## src/rtl/wt_dcache_miss_arb_pkg.sv

```systemverilog
// Shared types and sizing constants for the write-through dcache miss path.
package wt_cache_pkg;

    localparam int unsigned CACHE_ID_WIDTH   = 4;
    localparam int unsigned DCACHE_SET_ASSOC = 8;
    localparam int unsigned NumPortsDefault  = 3;

    // Two-state lock machine used by the miss arbiter.
    typedef enum logic {
        MissArbIdle,
        MissArbLocked
    } miss_arb_state_e;

    // Minimal stand-in for the core configuration record; only passed through.
    typedef struct packed {
        logic [63:0] CachedRegionAddrBase;
        logic [63:0] CachedRegionLength;
    } ariane_cfg_t;

    localparam ariane_cfg_t ArianeDefaultConfig = '{
        CachedRegionAddrBase: 64'h0000_0000_8000_0000,
        CachedRegionLength:   64'h0000_0000_4000_0000
    };

    // Index width for a vector of n entries, never narrower than one bit.
    function automatic int unsigned idxWidth(input int unsigned n);
        return (n > 1) ? $clog2(n) : 1;
    endfunction

endpackage

```

## src/rtl/wt_dcache_rr_sel.sv

```systemverilog
// Round-robin picker: first asserted request at or after the pointer, wrapping.
module wt_dcache_rr_sel
    import wt_cache_pkg::*;
#(
    parameter int unsigned NumIn = 3,
    parameter int unsigned IdxW  = idxWidth(NumIn)
) (
    input  logic [NumIn-1:0] req_i,
    input  logic [IdxW-1:0]  ptr_i,
    output logic             vld_o,
    output logic [IdxW-1:0]  idx_o
);

    int unsigned     cand;
    logic [IdxW-1:0] candIdx;

    // Walk the ports starting at the pointer and keep the first requester found.
    always_comb begin
        vld_o   = 1'b0;
        idx_o   = '0;
        cand    = 0;
        candIdx = '0;
        for (int unsigned k = 0; k < NumIn; k++) begin
            cand = 32'(ptr_i) + k;
            if (cand >= NumIn) begin
                cand = cand - NumIn;
            end
            candIdx = IdxW'(cand);
            if (!vld_o && req_i[candIdx]) begin
                vld_o = 1'b1;
                idx_o = candIdx;
            end
        end
    end

endmodule

```

## src/rtl/wt_dcache_miss_arb.sv

```systemverilog
// Arbitrates dcache read-controller misses onto the single miss-unit request
// port and routes miss-unit completions back to the ports that own them.
module wt_dcache_miss_arb
    import wt_cache_pkg::*;
#(
    parameter int unsigned NumPorts  = NumPortsDefault,
    parameter ariane_cfg_t ArianeCfg = ArianeDefaultConfig
) (
    input  logic                                       clk_i,
    input  logic                                       rst_ni,
    input  logic [NumPorts-1:0]                        miss_req_i,
    output logic [NumPorts-1:0]                        miss_ack_o,
    output logic [NumPorts-1:0]                        miss_replay_o,
    output logic [NumPorts-1:0]                        miss_rtrn_vld_o,
    input  logic [NumPorts-1:0][63:0]                  miss_paddr_i,
    input  logic [NumPorts-1:0][2:0]                   miss_size_i,
    input  logic [NumPorts-1:0]                        miss_nc_i,
    input  logic [NumPorts-1:0]                        miss_approx_i,
    input  logic [NumPorts-1:0][DCACHE_SET_ASSOC-1:0]  miss_vld_bits_i,
    input  logic [NumPorts-1:0][CACHE_ID_WIDTH-1:0]    miss_id_i,
    output logic                                       mu_req_o,
    output logic [63:0]                                mu_paddr_o,
    output logic [2:0]                                 mu_size_o,
    output logic                                       mu_nc_o,
    output logic                                       mu_approx_o,
    output logic [DCACHE_SET_ASSOC-1:0]                mu_vld_bits_o,
    output logic [CACHE_ID_WIDTH-1:0]                  mu_id_o,
    input  logic                                       mu_ack_i,
    input  logic                                       mu_replay_i,
    input  logic                                       mu_rtrn_vld_i,
    input  logic [CACHE_ID_WIDTH-1:0]                  mu_rtrn_id_i,
    output logic                                       err_unexp_rtrn_o
);

    localparam int unsigned IdxW = idxWidth(NumPorts);

    // The configuration record is only carried for interface compatibility.
    if (ArianeCfg.CachedRegionLength == 64'd0) begin : gen_cfg_no_cached_region
    end

    miss_arb_state_e       state_q, state_d;
    logic [IdxW-1:0]       sel_q, sel_d;
    logic [IdxW-1:0]       rr_ptr_q, rr_ptr_d;
    logic [NumPorts-1:0]   outstanding_q, outstanding_d;
    logic                  err_q, err_d;

    logic [NumPorts-1:0]   eligible;
    logic                  rrVld;
    logic [IdxW-1:0]       rrIdx;
    logic [IdxW-1:0]       sel;
    logic [IdxW-1:0]       nextPtr;
    logic                  selReq;
    logic [NumPorts-1:0]   ackVec;
    logic [NumPorts-1:0]   replayVec;
    logic [NumPorts-1:0]   rtrnMatch;

    // Gating with rst_ni keeps every request-path output low while reset is
    // asserted; the rest of the state is already cleared by the flops.
    assign eligible = miss_req_i & ~outstanding_q & {NumPorts{rst_ni}};

    wt_dcache_rr_sel #(
        .NumIn (NumPorts),
        .IdxW  (IdxW)
    ) i_rr_sel (
        .req_i (eligible),
        .ptr_i (rr_ptr_q),
        .vld_o (rrVld),
        .idx_o (rrIdx)
    );

    assign nextPtr = (sel == IdxW'(NumPorts - 1)) ? '0 : sel + IdxW'(1);

    // Lock FSM: grant in IDLE with zero latency, hold the winner while it waits.
    always_comb begin
        state_d   = state_q;
        sel_d     = sel_q;
        rr_ptr_d  = rr_ptr_q;
        sel       = sel_q;
        selReq    = 1'b0;
        ackVec    = '0;
        replayVec = '0;
        case (state_q)
            MissArbIdle: begin
                sel    = rrIdx;
                selReq = rrVld;
            end
            MissArbLocked: begin
                sel    = sel_q;
                selReq = miss_req_i[sel_q] & rst_ni;
                if (!selReq) begin
                    state_d = MissArbIdle;
                end
            end
            default: state_d = MissArbIdle;
        endcase
        if (selReq) begin
            if (mu_replay_i) begin
                replayVec[sel] = 1'b1;
                state_d        = MissArbIdle;
                rr_ptr_d       = nextPtr;
            end else if (mu_ack_i) begin
                ackVec[sel] = 1'b1;
                state_d     = MissArbIdle;
                rr_ptr_d    = nextPtr;
            end else begin
                state_d = MissArbLocked;
                sel_d   = sel;
            end
        end
    end

    // Forward the selected port's request fields, zero when nothing is selected.
    always_comb begin
        mu_req_o      = selReq;
        mu_paddr_o    = '0;
        mu_size_o     = '0;
        mu_nc_o       = 1'b0;
        mu_approx_o   = 1'b0;
        mu_vld_bits_o = '0;
        mu_id_o       = '0;
        if (selReq) begin
            mu_paddr_o    = miss_paddr_i[sel];
            mu_size_o     = miss_size_i[sel];
            mu_nc_o       = miss_nc_i[sel];
            mu_approx_o   = miss_approx_i[sel];
            mu_vld_bits_o = miss_vld_bits_i[sel];
            mu_id_o       = miss_id_i[sel];
        end
    end

    // Match returns against outstanding IDs; a new ack wins over a same-cycle clear.
    always_comb begin
        rtrnMatch = '0;
        for (int i = 0; i < NumPorts; i++) begin
            rtrnMatch[i] = mu_rtrn_vld_i && outstanding_q[i] && (miss_id_i[i] == mu_rtrn_id_i);
        end
        outstanding_d = (outstanding_q & ~rtrnMatch) | ackVec;
        err_d         = err_q | (mu_rtrn_vld_i & ~(|rtrnMatch));
    end

    assign miss_ack_o       = ackVec;
    assign miss_replay_o    = replayVec;
    assign miss_rtrn_vld_o  = rtrnMatch;
    assign err_unexp_rtrn_o = err_q;

    // State registers; reset drops any lock in progress.
    always_ff @(posedge clk_i or negedge rst_ni) begin
        if (!rst_ni) begin
            state_q       <= MissArbIdle;
            sel_q         <= '0;
            rr_ptr_q      <= '0;
            outstanding_q <= '0;
            err_q         <= 1'b0;
        end else begin
            state_q       <= state_d;
            sel_q         <= sel_d;
            rr_ptr_q      <= rr_ptr_d;
            outstanding_q <= outstanding_d;
            err_q         <= err_d;
        end
    end

endmodule

```

## config.mk

```make
export PLATFORM = sky130hd
export DESIGN_NAME = wt_dcache_miss_arb
export DESIGN_NICKNAME = d
export VERILOG_FILES = /design/src/rtl/wt_dcache_miss_arb_pkg.sv /design/src/rtl/wt_dcache_rr_sel.sv /design/src/rtl/wt_dcache_miss_arb.sv
export SDC_FILE = /design/constraint.sdc
export NUM_CORES = 1
export LEC_CHECK = 0
export BUFFER_PORTS_ARGS = -buffer_cell sky130_fd_sc_hd__buf_2
export CAP_MARGIN = 20
export CORE_AREA = 3 3 133 135
export CTS_BUF_LIST = sky130_fd_sc_hd__clkbuf_4 sky130_fd_sc_hd__clkbuf_8
export DETAILED_ROUTE_END_ITERATION = 12
export DIE_AREA = 0 0 136 138
export MAX_ROUTING_LAYER = met4
export PLACE_DENSITY = 0.45
export SYNTH_ARGS = -nofsm -noshare
export SYNTH_HDL_FRONTEND = slang
export SYNTH_SLANG_ARGS = --single-unit
export TNS_END_PERCENT = 20
```

## constraint.sdc

```tcl
create_clock -name clk_i -period 2.7 [get_ports clk_i]
set_clock_uncertainty 0.1 [all_clocks]
set_input_delay 0.27 -clock clk_i [delete_from_list [all_inputs] [get_ports clk_i]]
set_output_delay 0.27 -clock clk_i [all_outputs]
set_load 0.03 [all_outputs]
```

Yosys cells after proc, flatten, opt, wreduce, memory -nomap -nowiden. Index checks and enable logic that the tools add are counted.

Memory bits (writable): 0. Logic and storage cells: 104. Register bits: 9. Latch bits: 0. Memories: 0. Memory bits (read-only): 0.

Shifts and indexed selects: 0. Multipliers: 0. Order comparisons: 9. Add/subtract/negate cells: 6. Multiplexer cells: 52. Div/mod/pow operators: 0. Reduce and logical (&&, ||, !) cells: 15. Bitwise operators: 13. Equal/unequal tests: 4.

Operators by type and width (count): $bmux W64 S2 (1); $mux W64 (2); $mux W3 (7); $mux W2 (9); $mux W1 (17); $bmux W8 S2 (1); $mux W8 (2); $lt A2 B3 Y1 const B (5); $bmux W1 S2 (6); $eq A4 B4 Y1 (3); $and A3 B3 Y3 (3); $logic_and A1 B1 Y1 (9); $bmux W4 S2 (1); $mux W4 (2); $bmux W3 S2 (1); $ge A3 B2 Y1 const B (2); $not A3 Y3 (2); $sub A2 B2 Y2 const B (3); $not A1 Y1 (4); $pmux W2 S2 (1); $add A2 B1 Y3 const B (1); $add A2 B2 Y3 const B (1); $or A3 B3 Y3 (1); $reduce_and A3 Y1 (1); other kinds (12) (14).

Depth between registers and ports, before layout.
Word-level depth: 21. Mapped depth: 10. Mapped depth without buffers: 8.

Modules after synthesis. A second synthesis with hierarchy kept.

Cells, all modules: 522. Area, all modules: 2881.5 um^2.

By module, submodules not included: wt_dcache_miss_arb (instances 1, cells an instance 490, area an instance 2630.0 um^2); wt_dcache_rr_sel (instances 1, cells an instance 32, area an instance 251.5 um^2).

Least setup slack after synthesis. No wires, ideal clock.

Kind: reg-to-output. From: register rr_ptr_q[0]. To: output mu_paddr_o[45]. Data arrival time: 2.476 ns. Path buffers: 2. Setup slack: -0.146 ns. Data required time: 2.330 ns. Stages on the path, launching flop included: 10. Cell sequence: dfrtp_1 > inv_1 > ha_1 > and2_1 > or2_1 > a221oi_2 > o221ai_1 > buf_2 > buf_2 > o2bb2ai_1.

Cells in the longest elaborated chain, start to end: 15.

Ends and longest elaborated chain: start, declared (RTL line wt_dcache_miss_arb.sv:43) `logic [IdxW-1:0] rr_ptr_q, rr_ptr_d;`; start signal, assigned (RTL line wt_dcache_miss_arb.sv:157) `rr_ptr_q <= rr_ptr_d;`; parallel branches: the longest is 14 deep, another holds $add A2 B1 Y3; $mux W64 * (RTL line wt_dcache_miss_arb.sv:121) `if (selReq) begin`; end, declared (RTL line wt_dcache_miss_arb.sv:22) `output logic [63:0] mu_paddr_o,`.

Every way passes the cells marked *. The select of a mux whose other input is x is not followed.

Worst setup path in the final report.
From: register rr_ptr_q[1]. To: output mu_paddr_o[53].

Same word-level chain as after synthesis.

==> summary.txt <==
Power
  • Clock share of power: 0.030
  • Power Density: between 800 and 900 nW/µm²
  • VDD IR-drop max: about 0.48 mV
  • Power share of the sequential group: 0.043
  • Internal Power: around 2.5 mW
  • Cell leakage power: around 2.9 nW
  • Comb pwr share: 0.926
  • P_sw: roughly 2.9 mW
  • Pwr Total: ~5.4 mW
  • Switching Share: 0.532

Yosys
  • Syn Area/Cell: just over 9 µm²
  • Top cells by area, synth: mux2i_1, o2bb2ai_1, o2bb2ai_2
  • Leading area contributor after synthesis: mux2i_1
  • Synth top area share: 0.305
  • Most instantiated library cell after synthesis: mux2i_1
  • Post-synth EDFFs: 0
  • Top post-synthesis cells by count: mux2i_1, o2bb2ai_1, o2bb2ai_2
  • Largest family of logic cells by synthesized area: compound AO/OA/AOI/OAI gates
  • Distinct cells, synth: 50
  • Synth async-reset ratio: 1.00
  • Simple-Gate Fraction of Synth Area: 0.0809
  • Register area share after synthesis: 0.0836
  • Post-Syn Instances: just under 300
  • Multiplexer area fraction after synthesis: 0.313
  • Post-Syn Nets: around 550
  • Mapped Area: approximately 2700 µm²
  • Post-Synth XOR/XNOR Area: 0.0195
  • Ys Warns: 0
  • Ys flop type: dfrtp_1
  • Synth Area in Adders: 0.00929
  • Synth Area in Compound Gates: 0.410
  • Yosys reg bits: 9

STA
  • Slew Viols, Final: 0
  • Final period utilization: 1.12
  • Post-layout min period: a little over 3 ns
  • Worst-margin pin slew: around 0.49 ns
  • Final-report setup violation count: 87
  • Worst setup margin: -0.328 ns
  • Highest Clock Rate: 330 MHz
  • Final Hold Slack: 0.0118 ns
  • Final hold viol count: 0
  • Slew margin rel.: 0.674
  • Unrepaired setup endpoints after global routing: true

Routing
  • Routed WL per cell: slightly above 20 µm
  • Final WL: roughly 18 mm
  • Vias: roughly 4,200
  • Drt via density: approximately 4.6
  • # DRC: 0
  • Antenna-violating nets left: 0
  • First-pass iteration count of the detailed router: 4
  • Detailed router's first-iteration violation count: between 100 and 150

Critical path
  • Slowest cell on the critical path: dfrtp_1
  • Crit path buf inv count: 4
  • Max incr delay on CP: 0.43 ns
  • Worst Path Arrival: around 2.7 ns
  • Critical Path Most Common Cell: buf_4
  • Critical path, cell by cell: ha_4, buf_6, or2_2, nor2_2, a221oi_2, buf_4, o221ai_4, buf_12, o2bb2ai_1, buf_4
  • CP Max Fanout: 33
  • CP Data Required Time: approximately 2.3 ns
  • Crit-path leading delay family: buffers and inverters
  • CP Capture Type: output pin
  • Startpoint Class: register
  • Crit Path Category: reg2out

Global route
  • Met1 usage: 0.193
  • GR peak layer: met2
  • First-pass GRT wire length: about 25 mm
  • GR Overflow Total: 0
  • Initial antenna violation count: 1
  • GR Util met3: 0.0218
  • Largest net degree at the start of global routing: 50
  • Met2 Use GR: 0.331
  • Number of global-route vias before repair: approximately 4,400
  • All-Layer GR Usage: 0.175

Status
  • Violated checks: negative setup slack
  • Outcome: complete, but fails checks

Placement
  • Post-Place Cell Area: 4970 µm²
  • PortBufs: 346
  • Pre-CTS setup slack: -0.248 ns
  • Post-detail-place hpwl: about 14 mm
  • Final GP Congestion: approximately 0.93

Clock tree
  • Hold buffer count at CTS: 0
  • Total CTS buffers: 3
  • Num Clock Sinks: 9
  • Root cell of the clock tree: clkbuf_8
  • CTS tree: yes
  • Later-pin clock latency in the skew report: around 0.23 ns
  • CTS H-tree depth: 1
  • Max clock buf depth: 2
  • Clk slew on worst S/H paths: ~0.04 ns

Floorplanning
  • Die Y: around 140 µm
  • CORE AREA: roughly 17,000 µm²
  • Ports: 347
  • DIE WIDTH: around 140 µm
  • FP Rows: 47
  • Die area: around 19,000 µm²
  • Initial Utilization: 0.162

Final layout
  • Final Util: 0.380
  • Area Growth Syn to Fin: 134%
  • Final Instance Area: 6300 µm²
  • Layout cells sized above 1: 0.746
  • # fillers: approximately 1,700
  • Fin nets: 939

Hold path
  • Hold Path Class: in2async

Run
  • # Max-Cap Violations: 0
state kept, by name, summed over array words and instances (netlist names):
| signal | flops |
|---|---|
| rr_ptr_q | 2 |
| state_q | 1 |
| outstanding_q | 3 |
| sel_q | 2 |
| err_unexp_rtrn_o | 1 |
metal layers:
metal  share of wire  vias to the layer above  wire, µm
met1            0.36                     1939      6720
met3           0.083                       26      1530
li1                -                     1965         -
met4           0.023                        0       422
met2            0.53                      245      9820
met5               0                        -         0
power by group through the flow:
stage | sequential (mW) | clock [mW] | combinational [mW]
final | 0.231 | 0.164 | 4.97
after global routing | 0.236 | 0.176 | 5.21
after global placement | 0.231 | 0 | 3.74
after CTS | 0.231 | 0.166 | 4.44
after detailed placement | 0.230 | 0 | 3.76
after floorplan | 0.217 | 0 | 2.36
cells by family after synthesis:
| logic type | Yosys count |
|---|---|
| muxes | 84 |
| buffers and inverters | 41 |
| adders and majority gates | 2 |
| DFF | 9 |
| and+or+nand+nor | 38 |
| xor gates and xnor gates | 6 |
| AOI/OAI and AO/OA | 112 |
what timing repair did:
item / 4_1_cts / 5_1_grt
endpoints found under the setup margin: 87 / 89
pin swaps: 6 / 8
setup buffers: 13 / 4
resized for setup: 132 / 95
cloned: 4 / 6
metrics by stage:
step	cells	TNS (ns)
6_report	902	-23.67
3_5_place_dp	872	-13.02
3_3_place_gp	872	-7.84
4_1_cts	893	-22.71
5_1_grt	902	-35.43
2_1_floorplan	292	-6.93
area by class of cell:
type | count | area, µm² | share of cell area
inverters | 14 | 52.6 | 0.00833
clock buffers | 4 | 48.8 | 0.00774
well taps | 220 | 275 | 0.0437
flip-flops and latches | 9 | 225 | 0.0357
multi-input cells | 242 | 2780 | 0.442
diodes | 1 | 2.50 | 0.000397
repair buffers | 412 | 2920 | 0.463
worst paths after layout:
check,startpoint,slack (ns),cells past startpoint,to
worst max-delay path,rr_ptr_q[1],-0.33,10,mu_paddr_o[53]
max in group asynchronous,rst_ni,2.36,2,rr_ptr_q[1]
worst max register to register,rr_ptr_q[1],0.03,11,outstanding_q[2]
worst min-delay path,rst_ni,0.01,2,err_unexp_rtrn_o
worst min register to register,err_unexp_rtrn_o,0.41,1,err_unexp_rtrn_o
min in group clk_i,mu_rtrn_vld_i,0.29,2,err_unexp_rtrn_o
worst register-to-register path: stages, from the launching register on:
cell and delay (ns):
dfrtp_1 0.43, ha_4 0.27, buf_6 0.13, or2_2 0.31, nor2_2 0.10, a221oi_2 0.09
buf_4 0.16, o221ai_4 0.32, buf_4 0.17, and3b_2 0.21, buf_4 0.13, a21o_1 0.14
layout by cell type (no fill, tap or decap), types with 3 or more instances in the layout:
master     count
buf_2        267
clkbuf_8       3
mux2i_4        8
buf_12        10
clkbuf_16      5
nor3_1         3
nand2b_1       4
buf_16         4
nand2_1        9
xor2_1         5
o2bb2ai_4      8
mux2i_1       65
inv_1         12
buf_4         75
mux2i_2        9
buf_6         49
o2bb2ai_2     39
o2bb2ai_1     34
dfrtp_1        9
Power figures use the tool's default switching activity.
